## src/rtl/router_fsm.sv

```systemverilog
// router_fsm
//   Control FSM for the router input stage. It decodes the destination
//   address from the header byte and, when needed, waits for the target
//   output FIFO to drain. It then steps the packet register block through
//   the header, payload, FIFO-full stall and parity check phases using
//   one-hot phase strobes. It also produces the FIFO write enable, the
//   one-hot FIFO select and the source-side busy signal.
//
// Ports
//   clock             system clock, rising edge
//   reset             synchronous, active-high reset
//   pkt_valid         source packet valid
//   data_in[1:0]      low bits of current byte (destination in DECODE_ADDRESS)
//   fifo_full         selected output FIFO full
//   fifo_empty[2:0]   per-port output FIFO empty flags
//   soft_reset[2:0]   per-port read-timeout soft resets
//   parity_done       parity byte captured by the register block
//   low_packet_valid  pkt_valid dropped during load (register block)
//   detect_add, lfd_state, ld_state, full_state, laf_state, rst_int_reg
//                     one-hot phase strobes
//   write_enb_reg     FIFO write enable
//   write_sel[2:0]    one-hot FIFO select
//   busy              source must hold its current byte
//   drop_count        saturating count of packets dropped for address 3
module router_fsm #(
  parameter int unsigned DROP_CNT_W = 8
) (
  input  logic                  clock,
  input  logic                  reset,
  input  logic                  pkt_valid,
  input  logic [1:0]            data_in,
  input  logic                  fifo_full,
  input  logic [2:0]            fifo_empty,
  input  logic [2:0]            soft_reset,
  input  logic                  parity_done,
  input  logic                  low_packet_valid,
  output logic                  detect_add,
  output logic                  lfd_state,
  output logic                  ld_state,
  output logic                  full_state,
  output logic                  laf_state,
  output logic                  rst_int_reg,
  output logic                  write_enb_reg,
  output logic [2:0]            write_sel,
  output logic                  busy,
  output logic [DROP_CNT_W-1:0] drop_count
);

  localparam logic [3:0] DECODE_ADDRESS     = 4'd0;
  localparam logic [3:0] WAIT_TILL_EMPTY    = 4'd1;
  localparam logic [3:0] LOAD_FIRST_DATA    = 4'd2;
  localparam logic [3:0] LOAD_DATA          = 4'd3;
  localparam logic [3:0] LOAD_PARITY        = 4'd4;
  localparam logic [3:0] FIFO_FULL_STATE    = 4'd5;
  localparam logic [3:0] LOAD_AFTER_FULL    = 4'd6;
  localparam logic [3:0] CHECK_PARITY_ERROR = 4'd7;
  localparam logic [3:0] DROP_PACKET        = 4'd8;

  logic [3:0] state;
  logic [3:0] next_state;
  logic [1:0] addr_reg;
  logic       hdr_accept;
  logic       hdr_drop;

  // Header handling in DECODE_ADDRESS: address 3 has no output port.
  assign hdr_accept = (state == DECODE_ADDRESS) && pkt_valid && (data_in != 2'd3);
  assign hdr_drop   = (state == DECODE_ADDRESS) && pkt_valid && (data_in == 2'd3);

  always_comb begin
    next_state = state;
    unique case (state)
      DECODE_ADDRESS: begin
        if (hdr_drop)
          next_state = DROP_PACKET;
        else if (hdr_accept)
          next_state = fifo_empty[data_in] ? LOAD_FIRST_DATA : WAIT_TILL_EMPTY;
      end
      DROP_PACKET:        if (!pkt_valid) next_state = DECODE_ADDRESS;
      WAIT_TILL_EMPTY:    if (fifo_empty[addr_reg]) next_state = LOAD_FIRST_DATA;
      LOAD_FIRST_DATA:    next_state = LOAD_DATA;
      LOAD_DATA: begin
        if (fifo_full)
          next_state = FIFO_FULL_STATE;
        else if (!pkt_valid)
          next_state = LOAD_PARITY;
      end
      FIFO_FULL_STATE:    if (!fifo_full) next_state = LOAD_AFTER_FULL;
      LOAD_AFTER_FULL: begin
        if (parity_done)
          next_state = DECODE_ADDRESS;
        else if (low_packet_valid)
          next_state = LOAD_PARITY;
        else
          next_state = LOAD_DATA;
      end
      LOAD_PARITY:        next_state = CHECK_PARITY_ERROR;
      CHECK_PARITY_ERROR: next_state = fifo_full ? FIFO_FULL_STATE : DECODE_ADDRESS;
      default:            next_state = DECODE_ADDRESS;
    endcase
    // A read timeout on the port this packet targets abandons the packet.
    // DA and DROP have no port bound, so they ignore soft resets.
    if ((state != DECODE_ADDRESS) && (state != DROP_PACKET) && soft_reset[addr_reg])
      next_state = DECODE_ADDRESS;
  end

  always_ff @(posedge clock) begin
    if (reset) begin
      state      <= DECODE_ADDRESS;
      addr_reg   <= '0;
      drop_count <= '0;
    end else begin
      state <= next_state;
      if (hdr_accept)
        addr_reg <= data_in;
      if (hdr_drop && (drop_count != '1))
        drop_count <= drop_count + DROP_CNT_W'(1);
    end
  end

  // Moore output decode: from state and addr_reg only.
  always_comb begin
    detect_add    = (state == DECODE_ADDRESS);
    lfd_state     = (state == LOAD_FIRST_DATA);
    ld_state      = (state == LOAD_DATA);
    full_state    = (state == FIFO_FULL_STATE);
    laf_state     = (state == LOAD_AFTER_FULL);
    rst_int_reg   = (state == CHECK_PARITY_ERROR);
    write_enb_reg = (state == LOAD_DATA) || (state == LOAD_PARITY) ||
                    (state == LOAD_AFTER_FULL);
    busy          = (state == WAIT_TILL_EMPTY) || (state == LOAD_FIRST_DATA) ||
                    (state == LOAD_PARITY) || (state == FIFO_FULL_STATE) ||
                    (state == LOAD_AFTER_FULL) || (state == CHECK_PARITY_ERROR);
    write_sel = '0;
    if ((state != DECODE_ADDRESS) && (state != WAIT_TILL_EMPTY) &&
        (state != DROP_PACKET)) begin
      unique case (addr_reg)
        2'd0:    write_sel = 3'b001;
        2'd1:    write_sel = 3'b010;
        2'd2:    write_sel = 3'b100;
        default: write_sel = 3'b000;
      endcase
    end
  end

endmodule
```

## config.mk

```make
export PLATFORM = sky130hd
export DESIGN_NAME = router_fsm
export DESIGN_NICKNAME = d
export VERILOG_FILES = /design/src/rtl/router_fsm.sv
export SDC_FILE = /design/constraint.sdc
export NUM_CORES = 1
export LEC_CHECK = 0
export ABC_AREA = 1
export CAP_MARGIN = 0
export CORE_ASPECT_RATIO = 1.25
export CORE_MARGIN = 2
export CORE_UTILIZATION = 40
export DETAILED_ROUTE_END_ITERATION = 12
export GPL_TIMING_DRIVEN = 1
export PLACE_DENSITY = 0.71
export SETUP_SLACK_MARGIN = 0.2
export SLEW_MARGIN = 20
export SYNTH_ARGS = -nofsm -noshare
export SYNTH_HDL_FRONTEND = slang
export SYNTH_SLANG_ARGS = --single-unit
```

## constraint.sdc

```tcl
create_clock -name clock -period 1.8 [get_ports clock]
set_input_delay 0.18 -clock clock [delete_from_list [all_inputs] [get_ports clock]]
set_output_delay 0.18 -clock clock [all_outputs]
set_load 0.1 [all_outputs]
```

# [Yosys cells after proc, flatten, opt, wreduce, memory -nomap -nowiden]
# Index checks and enable logic that the tools add are counted.
[classes] reduce_logical=20 muxes=20 n_eq_ne=20 n_lt_le_gt_ge=2 addsub=1
[ops] op="case mux 4 bit (9 select lines)" count=1
[ops] op="2-to-1 mux 4 bit" count=7
[ops] op="== test 4 x 3 -> 1 bit (second input constant)" count=4
[ops] op="2-to-1 mux 3 bit" count=4
[ops] op="case mux 3 bit (3 select lines)" count=1
[ops] op="adder 8 x 1 -> 8 bit (second input constant)" count=1
[ops] op="== test 4 x 2 -> 1 bit (second input constant)" count=2
[ops] op="logical AND 1 bit" count=8
[ops] op="!= test 2 bit (second input constant)" count=4
[ops] op="!= test 8 bit (second input constant)" count=1
[ops] op="logical OR 1 bit" count=7
[ops] op="binary-select mux 1 bit (select 2 bit)" count=3
[ops] op="< comparator 2 x 3 -> 1 bit (second input constant)" count=2
[ops] op="AND reduction 5 bit" count=1
[ops] op="== test 2 bit (second input constant)" count=2
[ops] op="== test 4 x 1 -> 1 bit (second input constant)" count=1
[ops] op="== test 4 bit (second input constant)" count=1
[ops] op="logical NOT 4 bit" count=1
[ops] op="!= test 4 x 1 -> 1 bit (second input constant)" count=1
[ops] op="!= test 4 bit (second input constant)" count=1
[ops] op="nonzero test 4 bit" count=1
[ops] op="2-to-1 mux 1 bit" count=3
[ops] op="!= test 3 x 1 -> 1 bit (second input constant)" count=1
[ops] op="!= test 3 bit (second input constant)" count=1
[ops] op="4 further kinds" count=4
[totals] output_inout_bits=19 inputBits=14 register_bits=14 wordCells=66

# [Logic depth before layout (Yosys ltp)]
[depth] depth_word=6 ltp_mapped=9 ltp_nobuf=9

# [Worst setup path before layout]
# OpenSTA, ideal clock, no wires.
[synth_timing] path_type="register -> output" start="register state[2]" end="output write_sel[0]" stages_incl_launch_ff=5 required_ns=1.620 path_buffers=0 path_slack_ns=-1.140 t_arrival_ns=2.760 cell_sequence="dfxtp_1 inv_1 nand2_1 o21ai_0 nor3_1"
[synth_between] elab_chain_len=4 elab_cells_between_ends=6 cone_classes="eq/ne: 2; mux: 1; reduce/logical: 3"
[synth_rtl] element="start, declared" line="59" text="logic [3:0] state;"
[synth_rtl] element="start signal, assigned" line="112" text="state <= next_state;"
[synth_rtl] element="!= test 4 x 1 -> 1 bit or nonzero test 4 bit (tied branches)" line="134" text="if ((state != DECODE_ADDRESS) && (state != WAIT_TILL_EMPTY) &&"
[synth_rtl] element="logical AND 1 bit" line="134"
[synth_rtl] element="logical AND 1 bit *" line="134"
[synth_rtl] element="2-to-1 mux 3 bit *" line="134"
[synth_rtl] element="end, declared" line="44" text="output logic [2:0] write_sel,"
# Every way passes the cells marked *; elsewhere a longest branch is shown, timed or not.

# [Worst setup path in the final report]
[layout_timing] start="register state[0]" end="output write_enb_reg"
[layout_between] elab_chain_len=3 elab_cells_between_ends=5 cone_classes="eq/ne: 3; reduce/logical: 2"
[layout_rtl] element="== test 4 x 2 -> 1 bit or == test 4 x 3 -> 1 bit (tied branches)" line="128" text="write_enb_reg = (state == LOAD_DATA) || (state == LOAD_PARITY) ||"
[layout_rtl] element="logical OR 1 bit" line="128"
[layout_rtl] element="logical OR 1 bit *" line="128"
[layout_rtl] element="end, declared" line="43" text="output logic write_enb_reg,"
# Marks and branches as above.

==> metrics.md <==
| Metric | Value |
|---|---|
| Status | `complete, no violations` |
| Via count | `1188` |
| Core ar. | `2450 um^2` |
| Final hold violations | `0` |
| Residual DRC count | `0` |
| Logic pwr share | `70.1%` |
| Worst VDD drop | `0.000932 V` |
| Port Buffer Count | `32` |
| Pleak | `0.725 nW` |
| Cells on worst reg2reg path | `8` |
| Max-slew violations | `0` |
| Max_slew headroom | `81.0%` |
| DRC marker count from the first detailed-route iteration | `30` |
| Routed vias/inst | `5.01` |
| PwrDens | `1330 nW/um^2` |
| Total GRT Usage | `21.0%` |
| Row count | `20` |
| Worst EP arrival | `1.39 ns` |
| Global-route wire length before repair | `4.78 mm` |
| Worst setup SP type | `flip-flop` |
| Clock Latency Late Sink | `0.28 ns` |
| Worst EP required | `1.62 ns` |
| Die W | `49.5 um` |
| Cell Area, Synth | `1030 um^2` |
| Number of buffers created by CTS | `3` |
| Hold EP | `drop_count[0]` |
| Vias in the first global route | `1142` |
| Nets | `220` |
| Total negative slack | `0 ns` |
| Sequential group share of total power | `19.9%` |
| Syn-to-layout area delta | `60.9%` |
| DR WL/cell | `11.8 um` |
| Post-synthesis net count | `180` |
| RR Startpoint | `drop_count[0]` |
| Seq. cell area | `307 um^2` |
| Gr ovfl total | `0` |
| Initial antenna violation count | `0` |
| Count of different cell masters after synthesis | `25` |
| Top FF cell, synth | `dfxtp_1` |
| GPL Wtd Cong | `0.867` |
| WL final | `2.79 mm` |
| Synth top area cells | `dfxtp_1 (27%), nand2_1 (17%), inv_1 (8.4%)` |
| Root Driver | `clkbuf_4` |
| Area of the multi-input gates | `728 um^2` |
| Sw power | `0.00121 W` |
| Post-synth top area share | `27.1%` |
| Worst-path fanout max | `6` |
| Clock sinks | `14` |
| Min-delay src | `drop_count[0]` |
| Reg-to-reg slack, setup | `0.38 ns` |
| Filler cell count | `222` |
| Final worst-path cycle share | `87.2%` |
| Synth cell count leaders | `nand2_1 (46), inv_1 (23), nor2_1 (19)` |
| Count leader, synth | `nand2_1` |
| Max cap viols | `0` |
| Final worst path period need | `1.57 ns` |
| Worst flop-to-flop path endpoint | `drop_count[0]` |
| RSZ-0062 raised after global routing | `true` |
| CTS tree | `built` |
| Post-synth EDFFs | `0` |
| Type of the worst min-delay path | `flip-flop to flip-flop` |
| Register area share after synthesis | `27.1%` |
| Register bit total from synthesis | `14` |
| Yosys top cell by area | `dfxtp_1` |
| Largest net degree at the start of global routing | `10` |
| Io pins | `33` |
| Hold_buf cts | `0` |
| Cells after Synth | `165` |
| H-tree depth | `1` |
| Max FFs per register | `8` |
| Critical path type | `flip-flop to output pin` |
| Yosys warns | `0` |
| DRT antenna net count | `0` |
| Critical path capture point type | `output pin` |
| Sw Ratio | `54.6%` |
| Fraction of layout cells with a size suffix above 1 | `33.8%` |
| Final setup viols | `0` |
| Die height | `60.8 um` |
| CTS max path bufs | `2` |
| Overall power | `0.00221 W` |
| Die area | `3010 um^2` |
| Worst Clk Skew | `0.00356 ns` |
| Hold depth | `1` |
| Post-Syn Area per Cell | `6.26 um^2` |
| Worst-margin pin slew | `0.284 ns` |
| Post-synth ARST share | `0%` |
| Clk pin slew, worst setup/hold paths | `0.08 ns` |
| Drt first pass iters | `4` |
| ANT cells | `0` |
| Clock group share of total power | `10.1%` |
| DP Wirelength | `2.31 mm` |
| Starting Density | `42.1%` |
| Max Fclk | `0.637 GHz` |
| Power Internal | `0.00100 W` |
==> placed cells by master, fill, tap and decap left out, types with 2 or more instances in the layout <==
cell type and n:
a211oi_1 2, nand4_1 2, dfxtp_4 4, nand3b_1 2, clkdlybuf4s50_1 13, nor2_2 2, a21oi_1 7, buf_4 12
dfxtp_2 9, nand2_2 3, nor2_4 4, a21oi_2 6, inv_1 18, nand3_1 17, nand2_1 44, clkinvlp_4 4
nor3_4 3, xor2_1 4, buf_12 11, o21ai_0 2, clkbuf_4 3, nor3_1 2, nor2_1 18
==> kinds of logic (layout without fill, tap and decap cells) <==
logic type / Yosys count / in the layout / synth area share (%)
xor+xnor: 5 / 5 / 4.24
flops: 14 / 14 / 27.1
fa+ha+maj: 1 / 1 / 1.21
simple gates: 100 / 100 / 45.5
buf+inv: 25 / 64 / 9.56
compound gates: 20 / 20 / 12.3
==> metrics by stage <==
step	setup WS, ns	hold WS [ns]	util, %	cells	instance area [um^2]
after floorplan	0.203	0.341	-	165	1140
after global routing	0.168	0.511	67.8	237	1660
after detailed placement	0.281	0.478	65.3	230	1600
after CTS	0.200	0.492	67.7	237	1660
final	0.230	0.493	67.8	237	1660
after global placement	0.334	0.468	65.3	230	1600
==> worst max path at each step <==
stage           startpoint       endpoint  slack (ns)  cells past startpoint
2_1_floorplan  addr_reg[1]   write_sel[2]        0.20                      2
3_3_place_gp     pkt_valid  drop_count[3]        0.33                      6
3_5_place_dp     pkt_valid       state[1]        0.28                     10
4_1_cts        addr_reg[1]   write_sel[2]        0.20                      3
5_1_grt           state[2]  write_enb_reg        0.17                      5
6_report          state[0]  write_enb_reg        0.23                      5
==> repair_timing <==
item,in CTS,in global routing
setup buffers,3,0
endpoints found under the setup margin,3,6
gates resized for setup,0,2
pin swaps,2,0
==> power by group through the flow <==
stage | sequential [W] | combinational, W | clock, W
2_1_floorplan | 0.000474 | 0.00104 | 0
3_3_place_gp | 0.000440 | 0.00153 | 0
3_5_place_dp | 0.000443 | 0.00154 | 0
4_1_cts | 0.000436 | 0.00156 | 0.000232
5_1_grt | 0.000444 | 0.00164 | 0.000247
6_report | 0.000439 | 0.00155 | 0.000223
==> critical path, cell delays in order, from the launching register on <==
cell and delay [ns]:
dfxtp_4 0.39, nand2_1 0.06, inv_1 0.16, nand2_1 0.14, nand3_1 0.17, buf_12 0.19
==> per-layer routing <==
| metal | global-route usage, % | wire length [um] | vias to the layer above |
|---|---|---|---|
| li1 | - | - | 606 |
| met1 | 19.2 | 1030 | 550 |
| met2 | 44.4 | 1630 | 28 |
| met3 | 3.45 | 98 | 4 |
| met4 | 10.7 | 36 | 0 |
| met5 | 0 | 0 | - |
==> final cells by class <==
class | instances | area share [%]
repair buffers | 36 | 26.5
flip-flops and latches | 14 | 18.4
multi-input cells | 126 | 43.8
clock buffers | 4 | 2.18
inverters | 24 | 6.62
well taps | 33 | 2.48
Power figures use the tool's default switching activity.
